===== config.mk =====
export PLATFORM = sky130hd
export DESIGN_NAME = sound_latch_ctrl_flat
export DESIGN_NICKNAME = d
export VERILOG_FILES = /design/src/rtl/sound_latch_if.sv /design/src/rtl/sound_latch_ctrl.sv /design/src/flat_wrapper.sv
export SDC_FILE = /design/constraint.sdc
export NUM_CORES = 1
export LEC_CHECK = 0
export BUFFER_PORTS_ARGS = -buffer_cell sky130_fd_sc_hd__buf_2
export CAP_MARGIN = 30
export CELL_PAD_IN_SITES_DETAIL_PLACEMENT = 0
export CELL_PAD_IN_SITES_GLOBAL_PLACEMENT = 2
export CORE_ASPECT_RATIO = 0.9
export CORE_MARGIN = 2
export CORE_UTILIZATION = 29
export DETAILED_ROUTE_END_ITERATION = 6
export PLACE_DENSITY_LB_ADDON = 0.15
export SYNTH_ARGS = -nofsm -noshare
export SYNTH_HDL_FRONTEND = slang
export SYNTH_SLANG_ARGS = --single-unit

===== constraint.sdc =====
create_clock -name clk -period 2.01 [get_ports clk]
set_input_delay 0.402 -clock clk [delete_from_list [all_inputs] [get_ports clk]]
set_output_delay 0.402 -clock clk [all_outputs]
set_load 0.02 [all_outputs]

===== src/rtl/sound_latch_if.sv =====
// Bus bundle between the 68k/Z80 side logic and the sound latch controller.
// master drives the CPU strobes and data; slave is the latch controller itself.
interface sound_latch_if;
    logic       m68k_latch_cs;
    logic       z80_latch_read_cs;
    logic [7:0] m68k_din;
    logic       z80_latch_cs;
    logic       z80_rd_n;
    logic       z80_wr_n;
    logic [7:0] z80_dout;
    logic [7:0] sound_latch;
    logic [7:0] reply_latch;
    logic       z80_nmi_n;
    logic       cmd_pending;
    logic       reply_pending;
    logic       overrun;

    modport master (
        output m68k_latch_cs, z80_latch_read_cs, m68k_din,
        output z80_latch_cs, z80_rd_n, z80_wr_n, z80_dout,
        input  sound_latch, reply_latch, z80_nmi_n,
        input  cmd_pending, reply_pending, overrun
    );

    modport slave (
        input  m68k_latch_cs, z80_latch_read_cs, m68k_din,
        input  z80_latch_cs, z80_rd_n, z80_wr_n, z80_dout,
        output sound_latch, reply_latch, z80_nmi_n,
        output cmd_pending, reply_pending, overrun
    );
endinterface


===== src/rtl/sound_latch_ctrl.sv =====
// 68k -> Z80 command latch and Z80 -> 68k reply latch, with a rate-limited
// Z80 NMI pulse generator kicked by every 68k command write.
module sound_latch_ctrl #(
    parameter int unsigned NMI_WIDTH = 16,
    parameter int unsigned NMI_GAP   = 8
) (
    input  logic          clk,
    input  logic          reset_n,
    sound_latch_if.slave  bus
);

    localparam logic [7:0] WIDTH_LOAD = 8'(NMI_WIDTH - 1);
    localparam logic [7:0] GAP_LOAD   = 8'(NMI_GAP - 1);

    // Strobe bit order: 0 = W68, 1 = R68, 2 = RZ, 3 = WZ
    localparam int EV_W68 = 0;
    localparam int EV_R68 = 1;
    localparam int EV_RZ  = 2;
    localparam int EV_WZ  = 3;

    typedef enum logic [1:0] {
        IDLE  = 2'd0,
        PULSE = 2'd1,
        GAP   = 2'd2
    } nmi_state_t;

    logic [3:0] strobe;
    logic [3:0] strobe_prev_q, strobe_prev_d;
    logic [3:0] strobe_rise;

    logic [7:0] sound_latch_q, sound_latch_d;
    logic [7:0] reply_latch_q, reply_latch_d;
    logic       cmd_pending_q, cmd_pending_d;
    logic       reply_pending_q, reply_pending_d;
    logic       overrun_q, overrun_d;

    nmi_state_t state_q, state_d;
    logic [7:0] cnt_q, cnt_d;
    logic       nmi_req_q, nmi_req_d;
    logic       nmi_n_q, nmi_n_d;

    logic w68, r68, rz, wz;

    assign strobe[EV_W68] = bus.m68k_latch_cs;
    assign strobe[EV_R68] = bus.z80_latch_read_cs;
    assign strobe[EV_RZ]  = bus.z80_latch_cs & ~bus.z80_rd_n;
    assign strobe[EV_WZ]  = bus.z80_latch_cs & ~bus.z80_wr_n;

    // History is cleared in reset so a strobe held through release fires once.
    genvar gi;
    generate
        for (gi = 0; gi < 4; gi++) begin : g_edge
            assign strobe_rise[gi]   = strobe[gi] & ~strobe_prev_q[gi];
            assign strobe_prev_d[gi] = strobe[gi];
        end
    endgenerate

    assign w68 = strobe_rise[EV_W68];
    assign r68 = strobe_rise[EV_R68];
    assign rz  = strobe_rise[EV_RZ];
    assign wz  = strobe_rise[EV_WZ];

    always_comb begin
        sound_latch_d   = sound_latch_q;
        cmd_pending_d   = cmd_pending_q;
        overrun_d       = overrun_q;
        reply_latch_d   = reply_latch_q;
        reply_pending_d = reply_pending_q;

        // A coincident Z80 read consumes the old byte, so the write wins.
        if (w68) begin
            sound_latch_d = bus.m68k_din;
            cmd_pending_d = 1'b1;
            if (cmd_pending_q && !rz) begin
                overrun_d = 1'b1;
            end
        end else if (rz) begin
            cmd_pending_d = 1'b0;
        end

        if (wz) begin
            reply_latch_d   = bus.z80_dout;
            reply_pending_d = 1'b1;
        end else if (r68) begin
            reply_pending_d = 1'b0;
        end
    end

    always_comb begin
        state_d   = state_q;
        cnt_d     = cnt_q;
        nmi_req_d = nmi_req_q;

        if (w68 && state_q == GAP) begin
            nmi_req_d = 1'b1;
        end

        case (state_q)
            IDLE: begin
                if (nmi_req_q || w68) begin
                    state_d = PULSE;
                    cnt_d   = WIDTH_LOAD;
                end
            end
            PULSE: begin
                if (cnt_q == 8'd0) begin
                    state_d = GAP;
                    cnt_d   = GAP_LOAD;
                end else begin
                    cnt_d = cnt_q - 8'd1;
                end
            end
            GAP: begin
                // A request landing on the final gap cycle is picked up from IDLE.
                if (cnt_q == 8'd0) begin
                    if (nmi_req_q) begin
                        state_d = PULSE;
                        cnt_d   = WIDTH_LOAD;
                    end else begin
                        state_d = IDLE;
                    end
                end else begin
                    cnt_d = cnt_q - 8'd1;
                end
            end
            default: begin
                state_d = IDLE;
                cnt_d   = 8'd0;
            end
        endcase

        if (state_d == PULSE && state_q != PULSE) begin
            nmi_req_d = 1'b0;
        end

        nmi_n_d = (state_d != PULSE);
    end

    always_ff @(posedge clk) begin
        if (!reset_n) begin
            strobe_prev_q   <= 4'b0000;
            sound_latch_q   <= 8'h00;
            reply_latch_q   <= 8'h00;
            cmd_pending_q   <= 1'b0;
            reply_pending_q <= 1'b0;
            overrun_q       <= 1'b0;
            state_q         <= IDLE;
            cnt_q           <= 8'd0;
            nmi_req_q       <= 1'b0;
            nmi_n_q         <= 1'b1;
        end else begin
            strobe_prev_q   <= strobe_prev_d;
            sound_latch_q   <= sound_latch_d;
            reply_latch_q   <= reply_latch_d;
            cmd_pending_q   <= cmd_pending_d;
            reply_pending_q <= reply_pending_d;
            overrun_q       <= overrun_d;
            state_q         <= state_d;
            cnt_q           <= cnt_d;
            nmi_req_q       <= nmi_req_d;
            nmi_n_q         <= nmi_n_d;
        end
    end

    assign bus.sound_latch   = sound_latch_q;
    assign bus.reply_latch   = reply_latch_q;
    assign bus.cmd_pending   = cmd_pending_q;
    assign bus.reply_pending = reply_pending_q;
    assign bus.overrun       = overrun_q;
    assign bus.z80_nmi_n     = nmi_n_q;

endmodule


===== src/flat_wrapper.sv =====
// flat-port wrapper written by rule: the top's interface ports become plain ports
module sound_latch_ctrl_flat 
#(
    parameter int unsigned NMI_WIDTH = 16,
    parameter int unsigned NMI_GAP   = 8
)
  (clk, reset_n, bus_m68k_latch_cs, bus_z80_latch_read_cs, bus_m68k_din, bus_z80_latch_cs, bus_z80_rd_n, bus_z80_wr_n, bus_z80_dout, bus_sound_latch, bus_reply_latch, bus_z80_nmi_n, bus_cmd_pending, bus_reply_pending, bus_overrun);
  sound_latch_if bus_i ();
  input  logic clk;
  input  logic reset_n;
  input wire logic [$bits(bus_i.m68k_latch_cs)-1:0] bus_m68k_latch_cs;
  input wire logic [$bits(bus_i.z80_latch_read_cs)-1:0] bus_z80_latch_read_cs;
  input wire logic [$bits(bus_i.m68k_din)-1:0] bus_m68k_din;
  input wire logic [$bits(bus_i.z80_latch_cs)-1:0] bus_z80_latch_cs;
  input wire logic [$bits(bus_i.z80_rd_n)-1:0] bus_z80_rd_n;
  input wire logic [$bits(bus_i.z80_wr_n)-1:0] bus_z80_wr_n;
  input wire logic [$bits(bus_i.z80_dout)-1:0] bus_z80_dout;
  output wire logic [$bits(bus_i.sound_latch)-1:0] bus_sound_latch;
  output wire logic [$bits(bus_i.reply_latch)-1:0] bus_reply_latch;
  output wire logic [$bits(bus_i.z80_nmi_n)-1:0] bus_z80_nmi_n;
  output wire logic [$bits(bus_i.cmd_pending)-1:0] bus_cmd_pending;
  output wire logic [$bits(bus_i.reply_pending)-1:0] bus_reply_pending;
  output wire logic [$bits(bus_i.overrun)-1:0] bus_overrun;
  assign bus_i.m68k_latch_cs = bus_m68k_latch_cs;
  assign bus_i.z80_latch_read_cs = bus_z80_latch_read_cs;
  assign bus_i.m68k_din = bus_m68k_din;
  assign bus_i.z80_latch_cs = bus_z80_latch_cs;
  assign bus_i.z80_rd_n = bus_z80_rd_n;
  assign bus_i.z80_wr_n = bus_z80_wr_n;
  assign bus_i.z80_dout = bus_z80_dout;
  assign bus_sound_latch = bus_i.sound_latch;
  assign bus_reply_latch = bus_i.reply_latch;
  assign bus_z80_nmi_n = bus_i.z80_nmi_n;
  assign bus_cmd_pending = bus_i.cmd_pending;
  assign bus_reply_pending = bus_i.reply_pending;
  assign bus_overrun = bus_i.overrun;
  sound_latch_ctrl #(.NMI_WIDTH(NMI_WIDTH), .NMI_GAP(NMI_GAP)) u_core (.clk(clk), .reset_n(reset_n), .bus(bus_i));
endmodule

# --- Word level (Yosys, flattened, before mapping) ---
# Cells that the tools add are included.
word_totals:
  mem_bits_rw: 0
  romBits: 0
  inputBits: 23
  ff_bits: 35
  latch_bits: 0
  word_cells: 57
  memories: 0
op_classes:
  n_mux: 14
  n_shift: 0
  div: 0
  bitwise_logic: 13
  eq_ne: 7
  n_lt_le_gt_ge: 0
  reduce_logical: 12
  n_mul: 0
  add_sub_neg: 1
op_table:
  columns: ["cell", "n"]
  rows:
  - ["2-to-1 mux 8 bit", 4]
  - ["one-hot mux 8 bit (3 select lines)", 1]
  - ["zero test 8 bit", 1]
  - ["subtractor 8 x 1 -> 8 bit, second input constant", 1]
  - ["NOT 1 bit", 7]
  - ["bitwise AND 1 bit", 6]
  - ["2-to-1 mux 2 bit", 3]
  - ["inequality test 2 x 1 -> 1 bit, second input constant", 3]
  - ["one-hot mux 2 bit (3 select lines)", 1]
  - ["2-to-1 mux 1 bit", 5]
  - ["equality test 2 x 1 -> 1 bit, second input constant", 2]
  - ["AND reduction 2 bit", 2]
  - ["nonzero test 2 bit", 2]
  - ["logical AND 1 bit", 3]
  - ["inequality test 3 x 2 -> 1 bit, second input constant", 1]
  - ["equality test 2 bit, second input constant", 1]
  - ["zero test 2 bit", 1]
  - ["OR reduction 2 bit", 1]
  - ["zero test 1 bit", 1]
  - ["logical OR 1 bit", 1]

# --- Depth between registers and ports, before layout ---
logic_depth:
  ltp_word: 8
  mapped_depth: 6
  ltp_nobuf: 6

# --- Worst setup path after synthesis ---
# No wires, ideal clock.
synth_path:
  path_kind: "register -> register"
  start: "register u_core.cnt_q[0]"
  end: "register u_core.state_q[1]"
  synth_period_minus_slack_ns: 1.630
  setup_slack_ns: 0.380
  path_buffers: 0
  stages_incl_launch_ff: 7
  arrival_time_ns: 1.515
  setup_ns: 0.115
  path_cell_list: "dfxtp_1 > inv_1 > ha_1 > or4b_4 > o21ai_0 > nor2_1 > o21a_1"
synth_via:
  elab_chain_cells: 3
  word_cells_on_any_way: 4
  cone_classes: "mux: 3; reduce/logical: 1"
synth_rtl:
  columns: ["item", "line_no", "source"]
  rows:
  - ["from (decl)", "sound_latch_ctrl.sv:38", "logic [7:0] cnt_q, cnt_d;"]
  - ["from (signal assigned)", "sound_latch_ctrl.sv:159", "cnt_q <= cnt_d;"]
  - ["zero test 8 bit *", "sound_latch_ctrl.sv:106, sound_latch_ctrl.sv:115", null]
  - ["2-to-1 mux 2 bit, on equally long branches", "sound_latch_ctrl.sv:115, sound_latch_ctrl.sv:106", null]
  - ["one-hot mux 2 bit (3 select lines) *", "sound_latch_ctrl.sv:98", "case (state_q)"]
  - ["to (signal assigned)", "sound_latch_ctrl.sv:158", "state_q <= state_d;"]
  - ["to (decl)", "sound_latch_ctrl.sv:37", "nmi_state_t state_q, state_d;"]
# Mark *: on every way between the ends. The rest lies on a longest branch, timed or not.
# A chain may end at the register's enable or synchronous reset.

# --- Final worst setup path ---
# Same ends and word-level chain as after synthesis.

==> results.py <==
metrics = {
    "setup_path": {
        "cp_cell_sequence": "inv_1 > ha_1 > or4b_4 > o21ai_0 > nor2_1 > o21a_1",
        "crit_slowest_cell": "or4b_4",
        "cp-start-kind": "flip-flop",
        "cp_num_buf_inv": 1,
        "worstPathMaxFanout": 5,
        "endpoint_kind": "flip-flop",
        "r2r_start": "u_core.cnt_q[0]",
        "cp_top_family": "simple AND/OR/NAND/NOR gates",
        "cp.arrival_ps": 2010,
        "critPathKind": "reg2reg",
        "critPathRequiredTime_ps": 2200,
        "critPathMaxStageDelay_ps": 510,
        "critPathLaunch": "u_core.cnt_q[0]",
    },
    "floorplanning": {
        "die_h_um": 71.8,
        "fp.dieArea_mm2": 0.00570,
        "core_area_mm2": 0.00489,
        "num_rows": 24,
        "io_pins": 43,
        "start_util_pct": 30.3,
        "die_width_um": 79.3,
    },
    "timing": {
        "postLayoutSetupSlackWorst_ps": 185,
        "clock_skew_ps": 2.90,
        "setup_viol": 0,
        "relSlewSlack_pct": 59.0,
        "fin_setup_tns_ps": 0,
        "finalCritPeriodShare_pct": 90.8,
        "hold_viol_final": 0,
        "final_max_slew_viol_count": 0,
        "max_freq_mhz": 548,
        "worst_slew_pin_slew_ps": 615,
        "fin_crit_ps": 1830,
        "grt_setup_unrepaired": "false",
    },
    "synth": {
        "synth_cell_types": 33,
        "synth_top_area_cell": "dfxtp_1",
        "synth-seq-area-share_pct": 47.3,
        "synthCells": 171,
        "syn_area_mm2": 0.00148,
        "netlist.area_leader.share_pct": 47.3,
        "ys_seq_elements": 35,
        "synth_ff_type": "dfxtp_1",
        "synth.avg_cell_area_um2": 8.66,
        "yosys-top-cells-area": "dfxtp_1 (47%), nand2_1 (6.6%), mux2i_1 (6.1%), nor2_1 (5.3%), a21oi_1 (4.7%)",
        "synthArstFlopShare_pct": 0,
        "synth_edf_count": 0,
        "synth_warnings": 0,
        "synth_fp_nets": 196,
    },
    "clock_tree": {
        "insertion_delay_ps": 280,
        "cts_made_buffers": 5,
        "post-cts-setup-buffers": 0,
        "cts_tree": "yes",
        "cts_resized": 0,
        "clock-sinks": 35,
        "path_clk_slew_ps": 70,
        "cts-htree-levels": 2,
        "cts_max_path_buffers": 2,
        "root_buffer": "clkbuf_8",
        "cts_hold_buf": 0,
    },
    "power_and_ir_drop": {
        "p_clk_share_pct": 28.9,
        "p_leak_uw": 0.000794,
        "netSwitchingFraction_pct": 32.2,
        "power_density_mw_per_mm2": 931,
        "p_total_uw": 1720,
        "combPwrFrac_pct": 23.4,
        "p_int_uw": 1170,
        "vdd_drop_max_mv": 0.299,
        "power.share.sequential_pct": 47.7,
        "power_switching_uw": 553,
    },
    "placement": {
        "portBuffers": 42,
        "pre_cts_ws_ps": 206,
        "routabilityCongestion": 0.762,
        "dp_hpwl_um": 2500,
        "dpl.cell_count": 273,
    },
    "global_routing": {
        "gr-usage-all-layers_pct": 12.5,
        "grt_max_degree": 21,
        "grt_pass1_wl_um": 5620,
        "antenna_found_initial": 0,
        "grt_pass1_vias": 1264,
        "grt-ovfl-total": 0,
    },
    "job": {
        "maxCapViolations": 0,
    },
    "route": {
        "drc_errors": 0,
        "wirelength_um": 3320,
        "detail_route.wl_per_cell_um": 11.8,
        "detail-route-antenna-nets": 0,
        "dr.pass1.iters": 4,
        "via_per_inst": 4.73,
        "drt-initial-drc-count": 31,
        "routed-via-count": 1329,
    },
    "finish": {
        "nets": 240,
        "fin_cells": 281,
        "drive_gt1_share_pct": 25.5,
        "num_antenna_cells": 0,
        "area.growth.synth_to_final_pct": 24.7,
        "fillers": 524,
    },
    "min_path": {
        "hp-class": "in2reg",
        "min-delay-start": "bus_z80_wr_n",
    },
    "outcome": {
        "outcome": "finished, final reports clean",
    },
}
cell usage in the layout, fill, tap and decap left out, types with 2 or more instances in the layout:
master / count
o2111a_1: 2
inv_1: 7
nand3_1: 5
ha_1: 2
nor3b_1: 3
o21ai_0: 4
nor2b_1: 2
nand2b_1: 3
or3_1: 3
a21oi_1: 14
nand2_1: 26
nand4_1: 2
mux2i_1: 9
buf_4: 3
buf_2: 42
nor2_1: 21
a221oi_1: 2
dfxtp_1: 35
o211ai_1: 4
and2_1: 3
clkbuf_8: 5
o21a_1: 4
power groups by stage:
stage	sequential [uW]	combinational (uW)	clock (uW)
after floorplan	842	273	0
after global placement	833	403	0
after detailed placement	833	403	0
after CTS	818	404	524
after global routing	831	444	556
final	819	402	497
cells in the mapped netlist (all sizes together), types with 3 or more instances:
master	number
buf	3
nor3b	3
mux2i	9
or3	3
nor2	21
o211ai	4
and2	3
inv	7
o21ai	4
a21oi	14
nand3	5
dfxtp	35
clkbuf	5
o21a	4
nand2	26
nand2b	3
logic make-up (layout without fill, tap and decap cells):
| group | count (synthesis) | after routing | synth area share [%] |
|---|---|---|---|
| simple gates | 74 | 74 | 24.3 |
| compound gates | 35 | 35 | 16.0 |
| flops | 35 | 35 | 47.3 |
| buf+inv | 15 | 60 | 4.05 |
| mux | 9 | 9 | 6.08 |
| fa+ha+maj | 2 | 2 | 1.69 |
| xor+xnor | 1 | 1 | 0.591 |
worst register-to-register path: stages (launching register included):
cell	delay (ps)
dfxtp_1	350
inv_1	90
ha_1	200
or4b_4	510
o21ai_0	320
nor2_1	90
o21a_1	170
through the flow:
step | instance area [um^2] | utilization, % | hold WS (ps)
final | 1850 | 37.7 | 286
after global routing | 1850 | 37.7 | 286
after CTS | 1850 | 37.7 | 274
after detailed placement | 1760 | 36.0 | 447
after global placement | 1760 | 36.0 | 440
after floorplan | 1480 | - | 475
area by class of cell:
cell class,instances,area [um^2],share of cell area [%]
Multi-Input combinational cell,121,721,39.0
Sequential cell,35,701,37.9
Timing Repair Buffer,45,233,12.6
Tap cell,65,81.3,4.40
Clock buffer,6,72.6,3.93
Inverter,7,26.3,1.42
Clock inverter,2,12.5,0.678
path summary, 6_finish.rpt:
kind / slack [ps] / cells past startpoint / endpoint
worst min-delay path: 290 / 2 / u_core.strobe_prev_q[3]
worst max-delay path: 180 / 6 / u_core.state_q[1]
worst min register to register: 460 / 2 / u_core.bus.sound_latch[1]
worst max register to register: 180 / 6 / u_core.state_q[1]
flip-flops by register name (all words and copies together) (netlist names):
| register | cells |
|---|---|
| u_core.bus.sound_latch | 8 |
| u_core.bus.cmd_pending | 1 |
| u_core.state_q | 2 |
| u_core.nmi_req_q | 1 |
| u_core.bus.z80_nmi_n | 1 |
| u_core.bus.reply_latch | 8 |
| u_core.strobe_prev_q | 4 |
| u_core.bus.reply_pending | 1 |
| u_core.bus.overrun | 1 |
| u_core.cnt_q | 8 |
routing by layer:
metal	up-vias	share of wire (%)	global-route usage [%]
met1	611	47	15.3
met3	4	5.7	4.03
met4	0	1.1	5.36
met5	-	0	0
li1	678	-	-
met2	36	46	20.3
(Power assumes the default switching activity.)
